[config.mk]
export PLATFORM = sky130hd
export DESIGN_NAME = lsu_ctrl_flat
export DESIGN_NICKNAME = d
export VERILOG_FILES = /design/src/rtl/lsu_ctrl_if.sv /design/src/rtl/lsu_ctrl.sv /design/src/flat_wrapper.sv
export SDC_FILE = /design/constraint.sdc
export NUM_CORES = 1
export LEC_CHECK = 0
export CORE_ASPECT_RATIO = 1.25
export CORE_MARGIN = 3
export CORE_UTILIZATION = 45
export DETAILED_ROUTE_END_ITERATION = 6
export PLACE_DENSITY = 0.87
export SYNTH_ARGS = -nofsm -noshare
export SYNTH_HDL_FRONTEND = slang
export SYNTH_SLANG_ARGS = --single-unit
[constraint.sdc]
create_clock -name clk -period 2.68 [get_ports clk]
set_input_delay 0.536 -clock clk [delete_from_list [all_inputs] [get_ports clk]]
set_output_delay 0.536 -clock clk [all_outputs]
set_load 0.02 [all_outputs]
[src/rtl/lsu_ctrl_if.sv]
`default_nettype none
// ============================================================================
// Module   : lsu_ctrl_if
// Purpose  : Bundles the three buses seen by the load/store stage: the EXU
//            instruction handshake, the data-memory req/ack bus and the
//            write-back payload towards the WBU.
// Modports : master - the load/store unit (drives lsu_ready, mem_*, WBU payload)
//            slave  - the surrounding core/memory (drives exu_*, mem_ack,
//                     mem_rdata, wbu_ready)
// Revision : 1.0 - initial release
// ============================================================================
interface lsu_ctrl_if #(
   parameter int ADDR_W = 32
);
   // EXU -> LSU
   logic              exu_valid;
   logic              lsu_ready;
   logic [31:0]       exu_res;
   logic [31:0]       exu_wdata;
   logic              exu_memread;
   logic              exu_memwrite;
   logic [2:0]        exu_funct3;
   logic              exu_regw;
   // LSU <-> data memory
   logic              mem_req;
   logic              mem_we;
   logic [ADDR_W-1:0] mem_addr;
   logic [31:0]       mem_wdata;
   logic [3:0]        mem_wmask;
   logic              mem_ack;
   logic [31:0]       mem_rdata;
   // LSU -> WBU
   logic              wbu_valid;
   logic              wbu_ready;
   logic [31:0]       res;
   logic [31:0]       dataout;
   logic              memtoreg;
   logic              regw;

   modport master (
      input  exu_valid, exu_res, exu_wdata, exu_memread, exu_memwrite,
             exu_funct3, exu_regw, mem_ack, mem_rdata, wbu_ready,
      output lsu_ready, mem_req, mem_we, mem_addr, mem_wdata, mem_wmask,
             wbu_valid, res, dataout, memtoreg, regw
   );

   modport slave (
      output exu_valid, exu_res, exu_wdata, exu_memread, exu_memwrite,
             exu_funct3, exu_regw, mem_ack, mem_rdata, wbu_ready,
      input  lsu_ready, mem_req, mem_we, mem_addr, mem_wdata, mem_wmask,
             wbu_valid, res, dataout, memtoreg, regw
   );
endinterface
`default_nettype wire

[src/rtl/lsu_ctrl.sv]
`default_nettype none
// ============================================================================
// Module   : lsu_ctrl
// Purpose  : Load/store stage of the multi-cycle core. Accepts one EXU
//            instruction at a time, performs at most one data-memory access,
//            aligns/extends load data and hands the result to the WBU.
// Ports    : clk  - clock
//            rst  - synchronous, active-low reset
//            bus  - lsu_ctrl_if.master (EXU handshake, memory bus, WBU payload)
// Revision : 1.0 - initial release
// ============================================================================
module lsu_ctrl #(
   parameter int ADDR_W = 32
) (
   input  wire logic    clk,
   input  wire logic    rst,
   lsu_ctrl_if.master   bus
);

   typedef enum logic [1:0] {
      S_IDLE = 2'd0,
      S_MEM  = 2'd1,
      S_WB   = 2'd2
   } state_t;

   state_t            r_state;
   logic              r_lsu_ready;
   logic              r_wbu_valid;
   logic              r_mem_req;
   logic              r_mem_we;
   logic [ADDR_W-1:0] r_mem_addr;
   logic [31:0]       r_mem_wdata;
   logic [3:0]        r_mem_wmask;
   logic [31:0]       r_res;
   logic [31:0]       r_dataout;
   logic              r_memtoreg;
   logic              r_regw;
   logic [2:0]        r_funct3;
   logic [1:0]        r_off;

   logic [31:0]       w_st_wdata;
   logic [3:0]        w_st_wmask;
   logic [7:0]        w_ld_byte;
   logic [15:0]       w_ld_half;
   logic [31:0]       w_ld_data;
   logic              w_is_mem;

   assign w_is_mem = bus.exu_memread | bus.exu_memwrite;

   // Store lane steering, computed from the offered instruction so it can
   // be registered at accept time and held unchanged through MEM.
   always_comb begin
      w_st_wdata = bus.exu_wdata;
      w_st_wmask = 4'b1111;
      case (bus.exu_funct3)
         3'b000: begin
            w_st_wdata = {4{bus.exu_wdata[7:0]}};
            w_st_wmask = 4'b0001 << bus.exu_res[1:0];
         end
         3'b001: begin
            w_st_wdata = {2{bus.exu_wdata[15:0]}};
            w_st_wmask = bus.exu_res[1] ? 4'b1100 : 4'b0011;
         end
         default: ;
      endcase
   end

   // Load alignment uses the offset/size latched at accept time.
   always_comb begin
      w_ld_byte = bus.mem_rdata[{r_off, 3'b000} +: 8];
      w_ld_half = r_off[1] ? bus.mem_rdata[31:16] : bus.mem_rdata[15:0];
      case (r_funct3)
         3'b000:  w_ld_data = {{24{w_ld_byte[7]}}, w_ld_byte};
         3'b100:  w_ld_data = {24'd0, w_ld_byte};
         3'b001:  w_ld_data = {{16{w_ld_half[15]}}, w_ld_half};
         3'b101:  w_ld_data = {16'd0, w_ld_half};
         default: w_ld_data = bus.mem_rdata;
      endcase
   end

   always_ff @(posedge clk) begin
      if (!rst) begin
         r_state     <= S_IDLE;
         r_lsu_ready <= 1'b1;
         r_wbu_valid <= 1'b0;
         r_mem_req   <= 1'b0;
         r_mem_we    <= 1'b0;
         r_mem_addr  <= '0;
         r_mem_wdata <= 32'd0;
         r_mem_wmask <= 4'd0;
         r_res       <= 32'd0;
         r_dataout   <= 32'd0;
         r_memtoreg  <= 1'b0;
         r_regw      <= 1'b0;
         r_funct3    <= 3'd0;
         r_off       <= 2'd0;
      end else begin
         case (r_state)
            S_IDLE: begin
               if (bus.exu_valid) begin
                  r_res       <= bus.exu_res;
                  r_regw      <= bus.exu_regw;
                  // A combined read+write request is executed as a store.
                  r_memtoreg  <= bus.exu_memread & ~bus.exu_memwrite;
                  r_mem_we    <= bus.exu_memwrite;
                  r_mem_addr  <= {bus.exu_res[ADDR_W-1:2], 2'b00};
                  r_mem_wdata <= w_st_wdata;
                  r_mem_wmask <= bus.exu_memwrite ? w_st_wmask : 4'd0;
                  r_funct3    <= bus.exu_funct3;
                  r_off       <= bus.exu_res[1:0];
                  r_dataout   <= 32'd0;
                  r_lsu_ready <= 1'b0;
                  if (w_is_mem) begin
                     r_state   <= S_MEM;
                     r_mem_req <= 1'b1;
                  end else begin
                     r_state     <= S_WB;
                     r_wbu_valid <= 1'b1;
                  end
               end
            end
            S_MEM: begin
               if (bus.mem_ack) begin
                  if (r_memtoreg) begin
                     r_dataout <= w_ld_data;
                  end
                  r_state     <= S_WB;
                  r_mem_req   <= 1'b0;
                  r_wbu_valid <= 1'b1;
               end
            end
            S_WB: begin
               if (bus.wbu_ready) begin
                  r_state     <= S_IDLE;
                  r_wbu_valid <= 1'b0;
                  r_lsu_ready <= 1'b1;
               end
            end
            default: begin
               r_state     <= S_IDLE;
               r_lsu_ready <= 1'b1;
               r_wbu_valid <= 1'b0;
               r_mem_req   <= 1'b0;
            end
         endcase
      end
   end

   assign bus.lsu_ready = r_lsu_ready;
   assign bus.wbu_valid = r_wbu_valid;
   assign bus.mem_req   = r_mem_req;
   assign bus.mem_we    = r_mem_we;
   assign bus.mem_addr  = r_mem_addr;
   assign bus.mem_wdata = r_mem_wdata;
   assign bus.mem_wmask = r_mem_wmask;
   assign bus.res       = r_res;
   assign bus.dataout   = r_dataout;
   assign bus.memtoreg  = r_memtoreg;
   assign bus.regw      = r_regw;

endmodule
`default_nettype wire

[src/flat_wrapper.sv]
// flat-port wrapper written by rule: the top's interface ports become plain ports
module lsu_ctrl_flat 
#(
   parameter int ADDR_W = 32
)
  (clk, rst, bus_exu_valid, bus_exu_res, bus_exu_wdata, bus_exu_memread, bus_exu_memwrite, bus_exu_funct3, bus_exu_regw, bus_mem_ack, bus_mem_rdata, bus_wbu_ready, bus_lsu_ready, bus_mem_req, bus_mem_we, bus_mem_addr, bus_mem_wdata, bus_mem_wmask, bus_wbu_valid, bus_res, bus_dataout, bus_memtoreg, bus_regw);
  lsu_ctrl_if #(.ADDR_W(ADDR_W)) bus_i ();
  input  wire logic clk;
  input  wire logic rst;
  input wire logic [$bits(bus_i.exu_valid)-1:0] bus_exu_valid;
  input wire logic [$bits(bus_i.exu_res)-1:0] bus_exu_res;
  input wire logic [$bits(bus_i.exu_wdata)-1:0] bus_exu_wdata;
  input wire logic [$bits(bus_i.exu_memread)-1:0] bus_exu_memread;
  input wire logic [$bits(bus_i.exu_memwrite)-1:0] bus_exu_memwrite;
  input wire logic [$bits(bus_i.exu_funct3)-1:0] bus_exu_funct3;
  input wire logic [$bits(bus_i.exu_regw)-1:0] bus_exu_regw;
  input wire logic [$bits(bus_i.mem_ack)-1:0] bus_mem_ack;
  input wire logic [$bits(bus_i.mem_rdata)-1:0] bus_mem_rdata;
  input wire logic [$bits(bus_i.wbu_ready)-1:0] bus_wbu_ready;
  output wire logic [$bits(bus_i.lsu_ready)-1:0] bus_lsu_ready;
  output wire logic [$bits(bus_i.mem_req)-1:0] bus_mem_req;
  output wire logic [$bits(bus_i.mem_we)-1:0] bus_mem_we;
  output wire logic [$bits(bus_i.mem_addr)-1:0] bus_mem_addr;
  output wire logic [$bits(bus_i.mem_wdata)-1:0] bus_mem_wdata;
  output wire logic [$bits(bus_i.mem_wmask)-1:0] bus_mem_wmask;
  output wire logic [$bits(bus_i.wbu_valid)-1:0] bus_wbu_valid;
  output wire logic [$bits(bus_i.res)-1:0] bus_res;
  output wire logic [$bits(bus_i.dataout)-1:0] bus_dataout;
  output wire logic [$bits(bus_i.memtoreg)-1:0] bus_memtoreg;
  output wire logic [$bits(bus_i.regw)-1:0] bus_regw;
  assign bus_i.exu_valid = bus_exu_valid;
  assign bus_i.exu_res = bus_exu_res;
  assign bus_i.exu_wdata = bus_exu_wdata;
  assign bus_i.exu_memread = bus_exu_memread;
  assign bus_i.exu_memwrite = bus_exu_memwrite;
  assign bus_i.exu_funct3 = bus_exu_funct3;
  assign bus_i.exu_regw = bus_exu_regw;
  assign bus_i.mem_ack = bus_mem_ack;
  assign bus_i.mem_rdata = bus_mem_rdata;
  assign bus_i.wbu_ready = bus_wbu_ready;
  assign bus_lsu_ready = bus_i.lsu_ready;
  assign bus_mem_req = bus_i.mem_req;
  assign bus_mem_we = bus_i.mem_we;
  assign bus_mem_addr = bus_i.mem_addr;
  assign bus_mem_wdata = bus_i.mem_wdata;
  assign bus_mem_wmask = bus_i.mem_wmask;
  assign bus_wbu_valid = bus_i.wbu_valid;
  assign bus_res = bus_i.res;
  assign bus_dataout = bus_i.dataout;
  assign bus_memtoreg = bus_i.memtoreg;
  assign bus_regw = bus_i.regw;
  lsu_ctrl #(.ADDR_W(ADDR_W)) u_core (.clk(clk), .rst(rst), .bus(bus_i));
endmodule
==> results of run 1 <==
## path summary, 6_finish.rpt
check / start / end / slack [ps] / cells past startpoint
min: u_core.bus.mem_wdata[0]$_SDFFE_PN0P_ / u_core.bus.mem_wdata[0]$_SDFFE_PN0P_ / 460 / 2
max: u_core.bus.res[1]$_SDFFE_PN0P_ / bus_res[1] / 340 / 1
min reg2reg: u_core.bus.mem_wdata[0]$_SDFFE_PN0P_ / u_core.bus.mem_wdata[0]$_SDFFE_PN0P_ / 460 / 2
max reg2reg: u_core.bus.res[1]$_SDFFE_PN0P_ / u_core.bus.dataout[26]$_SDFFE_PN0P_ / 580 / 4
## power breakdown
part / internal [mW] / switching, mW
sequential: 1.75 / 0.0846
combinational: 0.522 / 0.527
clock: 0.656 / 0.601
total: 2.93 / 1.21
## per-stage QoR
stage	hold WS [ps]	util, %	power (mW)
after detailed placement	452	66.9	2.91
final	456	69.4	4.14
after global placement	443	66.9	2.89
after floorplan	479	-	2.42
after CTS	463	69.4	4.17
after global routing	483	69.4	4.30
## cell families (layout without fill, tap and decap cells)
group,after synthesis,after routing,share of synthesized area (%)
buffers and inverters,80,276,8.71
AOI/OAI and AO/OA,155,155,23.4
DFF,111,111,42.8
muxes,32,32,6.52
other,1,2,0.0722
and+or+nand+nor,210,210,18.5
## state kept, by name (all words and copies together) (netlist names)
register / cells
u_core.r_state: 2
u_core.bus.dataout: 32
u_core.bus.mem_we: 1
u_core.bus.memtoreg: 1
u_core.bus.res: 31
u_core.bus.mem_req: 1
u_core.bus.mem_wmask: 4
u_core.bus.regw: 1
u_core.r_off: 1
u_core.bus.wbu_valid: 1
u_core.r_funct3: 3
u_core.bus.mem_wdata: 32
u_core.bus.lsu_ready: 1
## cells in the mapped netlist, types with 2 or more instances
cell type / instances
sky130_fd_sc_hd__nand2_1: 139
sky130_fd_sc_hd__dfxtp_1: 111
sky130_fd_sc_hd__a21boi_1: 54
sky130_fd_sc_hd__buf_4: 32
sky130_fd_sc_hd__nand2b_1: 32
sky130_fd_sc_hd__clkbuf_1: 29
sky130_fd_sc_hd__mux2i_1: 23
sky130_fd_sc_hd__o211a_1: 16
sky130_fd_sc_hd__o21ai_0: 15
sky130_fd_sc_hd__nor2b_1: 14
sky130_fd_sc_hd__a22o_1: 13
sky130_fd_sc_hd__o21ai_1: 13
sky130_fd_sc_hd__o2bb2ai_1: 12
sky130_fd_sc_hd__buf_2: 10
sky130_fd_sc_hd__nand3_1: 9
sky130_fd_sc_hd__o211ai_1: 8
sky130_fd_sc_hd__a32o_1: 7
sky130_fd_sc_hd__mux2_1: 6
sky130_fd_sc_hd__nor2_1: 5
sky130_fd_sc_hd__a21oi_1: 4
sky130_fd_sc_hd__a221oi_1: 3
sky130_fd_sc_hd__a22oi_1: 3
sky130_fd_sc_hd__inv_1: 3
sky130_fd_sc_hd__a221oi_4: 2
sky130_fd_sc_hd__and2_1: 2
sky130_fd_sc_hd__buf_6: 2
sky130_fd_sc_hd__mux2_4: 2
sky130_fd_sc_hd__nor3_2: 2
sky130_fd_sc_hd__or3_1: 2
## cell usage in the layout (no fill, tap or decap), types with 5 or more instances in the layout
cell type	count
sky130_fd_sc_hd__a21boi_1	54
sky130_fd_sc_hd__a22o_1	13
sky130_fd_sc_hd__a32o_1	7
sky130_fd_sc_hd__buf_4	11
sky130_fd_sc_hd__clkbuf_16	9
sky130_fd_sc_hd__clkdlybuf4s50_1	241
sky130_fd_sc_hd__dfxtp_1	111
sky130_fd_sc_hd__mux2_1	6
sky130_fd_sc_hd__mux2i_1	23
sky130_fd_sc_hd__nand2_1	139
sky130_fd_sc_hd__nand2b_1	31
sky130_fd_sc_hd__nand3_1	9
sky130_fd_sc_hd__nor2_1	5
sky130_fd_sc_hd__nor2b_1	14
sky130_fd_sc_hd__o211a_1	16
sky130_fd_sc_hd__o211ai_1	8
sky130_fd_sc_hd__o21ai_0	15
sky130_fd_sc_hd__o21ai_1	13
sky130_fd_sc_hd__o2bb2ai_1	12
## final cells by class
cell class / count / area [um^2]
Tap cell: 135 / 169
Fill cell: 898 / 3430
Clock buffer: 11 / 243
Multi-Input combinational cell: 399 / 2530
Sequential cell: 111 / 2220
Inverter: 5 / 18.8
Timing Repair Buffer: 255 / 2540
Clock inverter: 5 / 33.8
## per-layer routing
| metal | routed length (um) | vias up | global-route usage [%] |
|---|---|---|---|
| li1 | - | 2369 | - |
| met1 | 6400 | 2368 | 29.0 |
| met2 | 7950 | 222 | 41.9 |
| met3 | 1400 | 26 | 6.26 |
| met4 | 355 | 0 | 8.96 |
| met5 | 0 | - | 0 |
==> impl_results.html, run 1 <==
<table>
<tr><th>Metric</th><th>Value</th></tr>
<tr><th colspan="2">Detailed routing</th></tr>
<tr><td>Antenna violation net count after detailed routing</td><td>0</td></tr>
<tr><td>Total routed wirelength</td><td>16.1 mm</td></tr>
<tr><td>Total via count after detailed routing</td><td>4985</td></tr>
<tr><td>1st-pass router iterations</td><td>4</td></tr>
<tr><td>Initial drt markers</td><td>181</td></tr>
<tr><td>Detail-routed via count per cell</td><td>5.41</td></tr>
<tr><td># DRC</td><td>0</td></tr>
<tr><td>Routed length per instance</td><td>around 17 um</td></tr>
<tr><th colspan="2">Timing</th></tr>
<tr><td>Slew Limit Fails</td><td>0</td></tr>
<tr><td>Max transition margin</td><td>between 40% and 50%</td></tr>
<tr><td>Setup repair after global routing missed its margin</td><td>no</td></tr>
<tr><td>Setup tns final</td><td>0 ps</td></tr>
<tr><td>Ratio of final minimum period to clock period</td><td>about 87%</td></tr>
<tr><td>Time the final worst path needs with I/O delays and setup</td><td>2340 ps</td></tr>
<tr><td>Clock tree skew after final layout</td><td>5.38 ps</td></tr>
<tr><td>Setup-violating endpoint count in the final report</td><td>0</td></tr>
<tr><td>Maximum clock frequency</td><td>428 MHz</td></tr>
<tr><td>Worst-case setup margin in the final layout</td><td>341 ps</td></tr>
<tr><td>Transition time at the pin with the least slew margin</td><td>767 ps</td></tr>
<tr><td>Hold violation total from the final report</td><td>0</td></tr>
<tr><th colspan="2">Floorplan</th></tr>
<tr><td>IO Pins</td><td>245</td></tr>
<tr><td>Cell Rows</td><td>43</td></tr>
<tr><td>Full die area</td><td>0.0129 mm^2</td></tr>
<tr><td>Core box area</td><td>0.0112 mm^2</td></tr>
<tr><td>Die Wd</td><td>102 um</td></tr>
<tr><td>Y dimension of the die</td><td>roughly 130 um</td></tr>
<tr><td>Initial core utilization</td><td>46.4%</td></tr>
<tr><th colspan="2">Yosys</th></tr>
<tr><td>Commonest register cell after synthesis</td><td>sky130_fd_sc_hd__dfxtp_1</td></tr>
<tr><td>Area fraction of the dominant cell type after synthesis</td><td>42.8%</td></tr>
<tr><td>Top post-synthesis cells by area</td><td>sky130_fd_sc_hd__dfxtp_1, sky130_fd_sc_hd__nand2_1, sky130_fd_sc_hd__a21boi_1, sky130_fd_sc_hd__buf_4, sky130_fd_sc_hd__mux2i_1</td></tr>
<tr><td>Yosys cell types</td><td>45</td></tr>
<tr><td>Number of instances in the synthesized netlist</td><td>589</td></tr>
<tr><td>Average cell area after synthesis</td><td>8.82 um^2</td></tr>
<tr><td>Total of flip-flops plus latches after synthesis</td><td>between 100 and 150</td></tr>
<tr><td>Count of flip-flops with a built-in enable after synthesis</td><td>0</td></tr>
<tr><td>Count of yosys warnings during synthesis</td><td>0</td></tr>
<tr><td>Cell taking the most area after synthesis</td><td>sky130_fd_sc_hd__dfxtp_1</td></tr>
<tr><td>Portion of the post-synthesis area used by sequential elements</td><td>42.8%</td></tr>
<tr><td>Cell Area, Synth</td><td>0.00520 mm^2</td></tr>
<tr><td>Ys async rst share</td><td>0%</td></tr>
<tr><th colspan="2">Finish</th></tr>
<tr><td>Area of all placed cells without fillers</td><td>a little under 0.008 mm^2</td></tr>
<tr><td>Ant diodes</td><td>0</td></tr>
<tr><td>Fraction of layout cells with a size suffix above 1</td><td>under 10%</td></tr>
<tr><td>Non-Filler Instances</td><td>between 900 and 1000</td></tr>
<tr><td>Syn-to-layout area delta</td><td>49.3%</td></tr>
<tr><td>Post-layout net count</td><td>888</td></tr>
<tr><th colspan="2">Global route</th></tr>
<tr><td>Total routing resource utilization after global routing</td><td>24.4%</td></tr>
<tr><td>Total grt overflow</td><td>0</td></tr>
<tr><td>Antenna violations before repair</td><td>0</td></tr>
<tr><td>Number of global-route vias before repair</td><td>5099</td></tr>
<tr><td>Wire length of the first global-routing pass</td><td>25.3 mm</td></tr>
<tr><td>Pin count of the biggest net entering global routing</td><td>87</td></tr>
<tr><th colspan="2">Critical path</th></tr>
<tr><td>Slowest CP cell</td><td>sky130_fd_sc_hd__dfxtp_1</td></tr>
<tr><td>Cell Chain, Critical Path</td><td>clkdlybuf4s50_1</td></tr>
<tr><td>Worst stage delay on the critical path</td><td>730 ps</td></tr>
<tr><td>Kind of end point of the critical path</td><td>output port</td></tr>
<tr><td>Maximum fanout encountered on the critical timing path</td><td>15</td></tr>
<tr><td>Data required, critical path</td><td>2140 ps</td></tr>
<tr><td>Dominant delay contributor by cell family on the critical path</td><td>flip-flops</td></tr>
<tr><td>Setup CP Type</td><td>register to output port</td></tr>
<tr><td>Buffers plus inverters on the worst setup path</td><td>1</td></tr>
<tr><td>Worst setup SP type</td><td>register</td></tr>
<tr><td>Arr. time, crit path</td><td>1800 ps</td></tr>
<tr><th colspan="2">Placed design</th></tr>
<tr><td>Placed cells</td><td>905</td></tr>
<tr><td>Port bufs</td><td>roughly 240</td></tr>
<tr><td>HPWL after detailed placement</td><td>about 12 mm</td></tr>
<tr><td>Final weighted congestion in routability-driven placement</td><td>0.875</td></tr>
<tr><td>Area of placed instances</td><td>roughly 0.0075 mm^2</td></tr>
<tr><td>Minimum setup slack after placement</td><td>365 ps</td></tr>
<tr><th colspan="2">Clock tree</th></tr>
<tr><td>Clock buffer count from CTS</td><td>9</td></tr>
<tr><td>CTS clock-pin slew for the worst setup and hold paths</td><td>70 ps</td></tr>
<tr><td>Clock tree from TritonCTS</td><td>done</td></tr>
<tr><td>Clock sink count</td><td>111</td></tr>
<tr><td>Clock insertion delay at the later pin of the skew report</td><td>340 ps</td></tr>
<tr><td>Cell at the root of the clock tree</td><td>sky130_fd_sc_hd__clkbuf_16</td></tr>
<tr><td>Quantity of gates resized following cts</td><td>0</td></tr>
<tr><td>Number of buffers inserted by post-CTS setup repair</td><td>0</td></tr>
<tr><td>H-tree depth</td><td>3</td></tr>
<tr><td>CTS hold repair buffers</td><td>0</td></tr>
<tr><td>Bufs on Longest Clock Path</td><td>2</td></tr>
<tr><th colspan="2">Power</th></tr>
<tr><td>Power density of the placed cells</td><td>533 mW/mm^2</td></tr>
<tr><td>Static leakage</td><td>3.06 nW</td></tr>
<tr><td>VDD IR max</td><td>between 0.4 and 0.5 mV</td></tr>
<tr><th colspan="2">Outcome</th></tr>
<tr><td>Outcome</td><td>finished clean</td></tr>
<tr><th colspan="2">Hold path</th></tr>
<tr><td>Class of the tightest hold or removal check</td><td>register to register</td></tr>
<tr><th colspan="2">Flow run</th></tr>
<tr><td>Count of maximum capacitance violations</td><td>0</td></tr>
</table>
Note: power is estimated with default switching activity, not from simulation.
==> run 2: changes to the inputs <==
- CORE_MARGIN: 3 -> 8
==> run 2 against run 1 <==
  * Sequential share of layout area hardly changed
  * Clock skew hardly changed
  * Combinational power barely moved
  * Die area increased by 18%
  * Sequential power hardly changed
  * Maximum frequency up 5.3%
  * Global-route usage decreased by 2.4 points
  * Worst hold slack got worse by 3.8 ps
  * Wire length is 7.0% higher
  * Cell count stayed put
  * Utilization decreased by 1.7 points
  * Critical endpoint unchanged
  * Largest cell class is now multi-input combinational cells
==> impl_results.html, run 2 (synthesis results as in run 1) <==
<table>
<tr><th>Metric</th><th>Value</th></tr>
<tr><th colspan="2">Outcome</th></tr>
<tr><td>Outcome</td><td>finished clean</td></tr>
<tr><th colspan="2">Critical path</th></tr>
<tr><td>Count of cells along the worst register-to-register path</td><td>4 (unchanged)</td></tr>
<tr><td>Setup CP Type</td><td>register to output port</td></tr>
<tr><td>Buffers plus inverters on the worst setup path</td><td>1 (unchanged)</td></tr>
<tr><td>Data required, critical path</td><td>2140 ps (about the same)</td></tr>
<tr><td>Dominant delay contributor by cell family on the critical path</td><td>buffers and inverters</td></tr>
<tr><td>Cell Chain, Critical Path</td><td>clkdlybuf4s50_1</td></tr>
<tr><td>Arr. time, crit path</td><td>1690 ps (-110 ps)</td></tr>
<tr><td>Reg-to-reg endpoint</td><td>u_core.bus.dataout[22]$_SDFFE_PN0P_</td></tr>
<tr><td>Launch instance of the worst register-to-register path</td><td>u_core.r_funct3[0]$_SDFFE_PN0P_</td></tr>
<tr><td>Worst setup SP type</td><td>register</td></tr>
<tr><td>Slowest CP cell</td><td>sky130_fd_sc_hd__clkdlybuf4s50_1</td></tr>
<tr><td>Kind of end point of the critical path</td><td>output port</td></tr>
<tr><td>Slack of the worst reg-to-reg path</td><td>690 ps (+110 ps)</td></tr>
<tr><td>Maximum fanout encountered on the critical timing path</td><td>11 (-4)</td></tr>
<tr><td>Worst stage delay on the critical path</td><td>710 ps (-20 ps)</td></tr>
<tr><th colspan="2">Finish</th></tr>
<tr><td>Fraction of layout cells with a size suffix above 1</td><td>4.85% (-0.49 points)</td></tr>
<tr><td>Combined area of the multi-input logic cells</td><td>0.00253 mm^2 (unchanged)</td></tr>
<tr><td>Non-Filler Instances</td><td>921 (unchanged)</td></tr>
<tr><td>Most common cell after layout, fill and taps aside</td><td>sky130_fd_sc_hd__clkdlybuf4s50_1</td></tr>
<tr><td>Post-layout net count</td><td>886 (-0.23%)</td></tr>
<tr><td>Most frequent cells in the layout</td><td>sky130_fd_sc_hd__clkdlybuf4s50_1, sky130_fd_sc_hd__nand2_1, sky130_fd_sc_hd__dfxtp_1</td></tr>
<tr><td>Filler cells</td><td>904 (+0.67%)</td></tr>
<tr><td>Ant diodes</td><td>0 (unchanged)</td></tr>
<tr><td>Sequential cell area</td><td>0.00222 mm^2 (unchanged)</td></tr>
<tr><td>Syn-to-layout area delta</td><td>49.1%</td></tr>
<tr><th colspan="2">Clock tree</th></tr>
<tr><td>Clock sink count</td><td>111 (unchanged)</td></tr>
<tr><td>Clock insertion delay at the later pin of the skew report</td><td>350 ps (about the same)</td></tr>
<tr><td>Cell at the root of the clock tree</td><td>sky130_fd_sc_hd__clkbuf_16</td></tr>
<tr><td>H-tree depth</td><td>3 (unchanged)</td></tr>
<tr><td>Clock tree from TritonCTS</td><td>done</td></tr>
<tr><td>Bufs on Longest Clock Path</td><td>2 (unchanged)</td></tr>
<tr><td>Quantity of gates resized following cts</td><td>0 (unchanged)</td></tr>
<tr><td>CTS clock-pin slew for the worst setup and hold paths</td><td>70 ps (about the same)</td></tr>
<tr><td>Number of buffers inserted by post-CTS setup repair</td><td>0 (unchanged)</td></tr>
<tr><td>Clock buffer count from CTS</td><td>9 (unchanged)</td></tr>
<tr><td>CTS hold repair buffers</td><td>0 (unchanged)</td></tr>
<tr><th colspan="2">Floorplan</th></tr>
<tr><td>Cell Rows</td><td>44 (+2.3%)</td></tr>
<tr><td>Y dimension of the die</td><td>136 um (+7.9%)</td></tr>
<tr><td>Core box area</td><td>0.0115 mm^2 (+2.3%)</td></tr>
<tr><td>IO Pins</td><td>245 (unchanged)</td></tr>
<tr><td>Die Wd</td><td>112 um (+9.8%)</td></tr>
<tr><td>Full die area</td><td>0.0153 mm^2 (+18%)</td></tr>
<tr><td>Initial core utilization</td><td>45.4% (-1.1 points)</td></tr>
<tr><th colspan="2">Timing</th></tr>
<tr><td>Transition time at the pin with the least slew margin</td><td>764 ps (-3.37 ps)</td></tr>
<tr><td>Maximum clock frequency</td><td>450 MHz (+5.3%)</td></tr>
<tr><td>Setup-violating endpoint count in the final report</td><td>0 (unchanged)</td></tr>
<tr><td>Setup repair after global routing missed its margin</td><td>no</td></tr>
<tr><td>Ratio of final minimum period to clock period</td><td>82.9% (-4.4 points)</td></tr>
<tr><td>Setup tns final</td><td>0 ps (unchanged)</td></tr>
<tr><td>Time the final worst path needs with I/O delays and setup</td><td>2220 ps (-117 ps)</td></tr>
<tr><td>Hold violation total from the final report</td><td>0 (unchanged)</td></tr>
<tr><td>Clock tree skew after final layout</td><td>5.68 ps (+0.294 ps)</td></tr>
<tr><td>Max transition margin</td><td>48.8% (+0.23 points)</td></tr>
<tr><td>Worst-case setup margin in the final layout</td><td>458 ps (+117 ps)</td></tr>
<tr><td>Worst hold-check slack</td><td>452 ps (-3.80 ps)</td></tr>
<tr><td>Slew Limit Fails</td><td>0 (unchanged)</td></tr>
<tr><th colspan="2">Hold path</th></tr>
<tr><td>Worst hold path endpoint</td><td>u_core.bus.mem_wdata[31]$_SDFFE_PN0P_</td></tr>
<tr><td>Start point of the worst hold path</td><td>u_core.bus.mem_wdata[31]$_SDFFE_PN0P_</td></tr>
<tr><td>Worst hold stages</td><td>2 (unchanged)</td></tr>
<tr><td>Class of the tightest hold or removal check</td><td>register to register</td></tr>
<tr><th colspan="2">Power</th></tr>
<tr><td>VDD IR max</td><td>0.416 mV (+1.4%)</td></tr>
<tr><td>Static leakage</td><td>3.06 nW (-0.12%)</td></tr>
<tr><td>Power density of the placed cells</td><td>543 mW/mm^2 (+1.8%)</td></tr>
<tr><th colspan="2">Global route</th></tr>
<tr><td>Number of global-route vias before repair</td><td>4940 (-3.1%)</td></tr>
<tr><td>Total routing resource utilization after global routing</td><td>22.0% (-2.4 points)</td></tr>
<tr><td>Wire length of the first global-routing pass</td><td>26.8 mm (+5.9%)</td></tr>
<tr><td>Total grt overflow</td><td>0 (unchanged)</td></tr>
<tr><td>Antenna violations before repair</td><td>0 (unchanged)</td></tr>
<tr><td>Pin count of the biggest net entering global routing</td><td>67 (-23%)</td></tr>
<tr><th colspan="2">Placed design</th></tr>
<tr><td>Minimum setup slack after placement</td><td>350 ps (-15.2 ps)</td></tr>
<tr><td>Placed cells</td><td>906 (+0.11%)</td></tr>
<tr><td>Port bufs</td><td>242 (unchanged)</td></tr>
<tr><td>HPWL after detailed placement</td><td>13.3 mm (+9.9%)</td></tr>
<tr><td>Final weighted congestion in routability-driven placement</td><td>0.858 (-1.9%)</td></tr>
<tr><th colspan="2">Detailed routing</th></tr>
<tr><td>Routed length per instance</td><td>18.7 um (+7.0%)</td></tr>
<tr><td>Antenna violation net count after detailed routing</td><td>0 (unchanged)</td></tr>
<tr><td>1st-pass router iterations</td><td>5 (+1)</td></tr>
<tr><td>Detail-routed via count per cell</td><td>5.32 (-1.6%)</td></tr>
<tr><td>Total routed wirelength</td><td>17.2 mm (+7.0%)</td></tr>
<tr><td># DRC</td><td>0 (unchanged)</td></tr>
<tr><td>Initial drt markers</td><td>201 (+11%)</td></tr>
<tr><td>Total via count after detailed routing</td><td>4904 (-1.6%)</td></tr>
<tr><th colspan="2">Flow run</th></tr>
<tr><td>Count of maximum capacitance violations</td><td>0 (unchanged)</td></tr>
</table>
## run 2: changes by cell type in the layout (fill, tap and decap cells not counted)
cell	delta
sky130_fd_sc_hd__clkbuf_1	+1
sky130_fd_sc_hd__clkinvlp_4	-2
sky130_fd_sc_hd__buf_12	-1
sky130_fd_sc_hd__clkinv_2	-1
sky130_fd_sc_hd__buf_4	-1
sky130_fd_sc_hd__bufinv_16	+1
## run 2: final cells by class
| class | count | area share, % |
|---|---|---|
| Clock inverter | 3 | 0.565 |
| Tap cell | 138 | 2.23 |
| Multi-Input combinational cell | 399 | 32.7 |
| Sequential cell | 111 | 28.7 |
| Clock buffer | 12 | 3.18 |
| Timing Repair Buffer | 253 | 32.4 |
| Inverter | 5 | 0.242 |
## run 2: power by group
group / switching, mW / internal [mW]
logic: 0.530 / 0.516
registers: 0.0807 / 1.75
clock network: 0.586 / 0.747
## run 2: through the flow
step,util [%],power [mW],area (um^2)
global placement,65.2,2.89,7460
finish,67.7,4.21,7750
floorplan,-,2.42,5200
global route,67.7,4.38,7750
CTS,67.7,4.24,7750
detailed placement,65.2,2.91,7460
## run 2: how the worst max path moves through the flow
stage / start / to / slack [ps] / depth (start not counted)
floorplan: u_core.bus.res[1]$_SDFFE_PN0P_ / u_core.bus.dataout[22]$_SDFFE_PN0P_ / 890 / 6
global placement: bus_mem_rdata[23] / u_core.bus.dataout[19]$_SDFFE_PN0P_ / 430 / 5
detailed placement: bus_mem_rdata[23] / u_core.bus.dataout[28]$_SDFFE_PN0P_ / 350 / 5
CTS: u_core.bus.res[1]$_SDFFE_PN0P_ / bus_res[1] / 460 / 1
global route: u_core.bus.res[1]$_SDFFE_PN0P_ / bus_res[1] / 430 / 1
finish: u_core.bus.res[1]$_SDFFE_PN0P_ / bus_res[1] / 460 / 1
## run 2: metal layers
layer | up-vias | track usage (%) | share of wire, %
met5 | - | 0 | 0
met1 | 2284 | 24.7 | 40
met2 | 215 | 37.1 | 48
met4 | 0 | 10.3 | 3.0
met3 | 39 | 7.56 | 9.2
li1 | 2366 | - | -
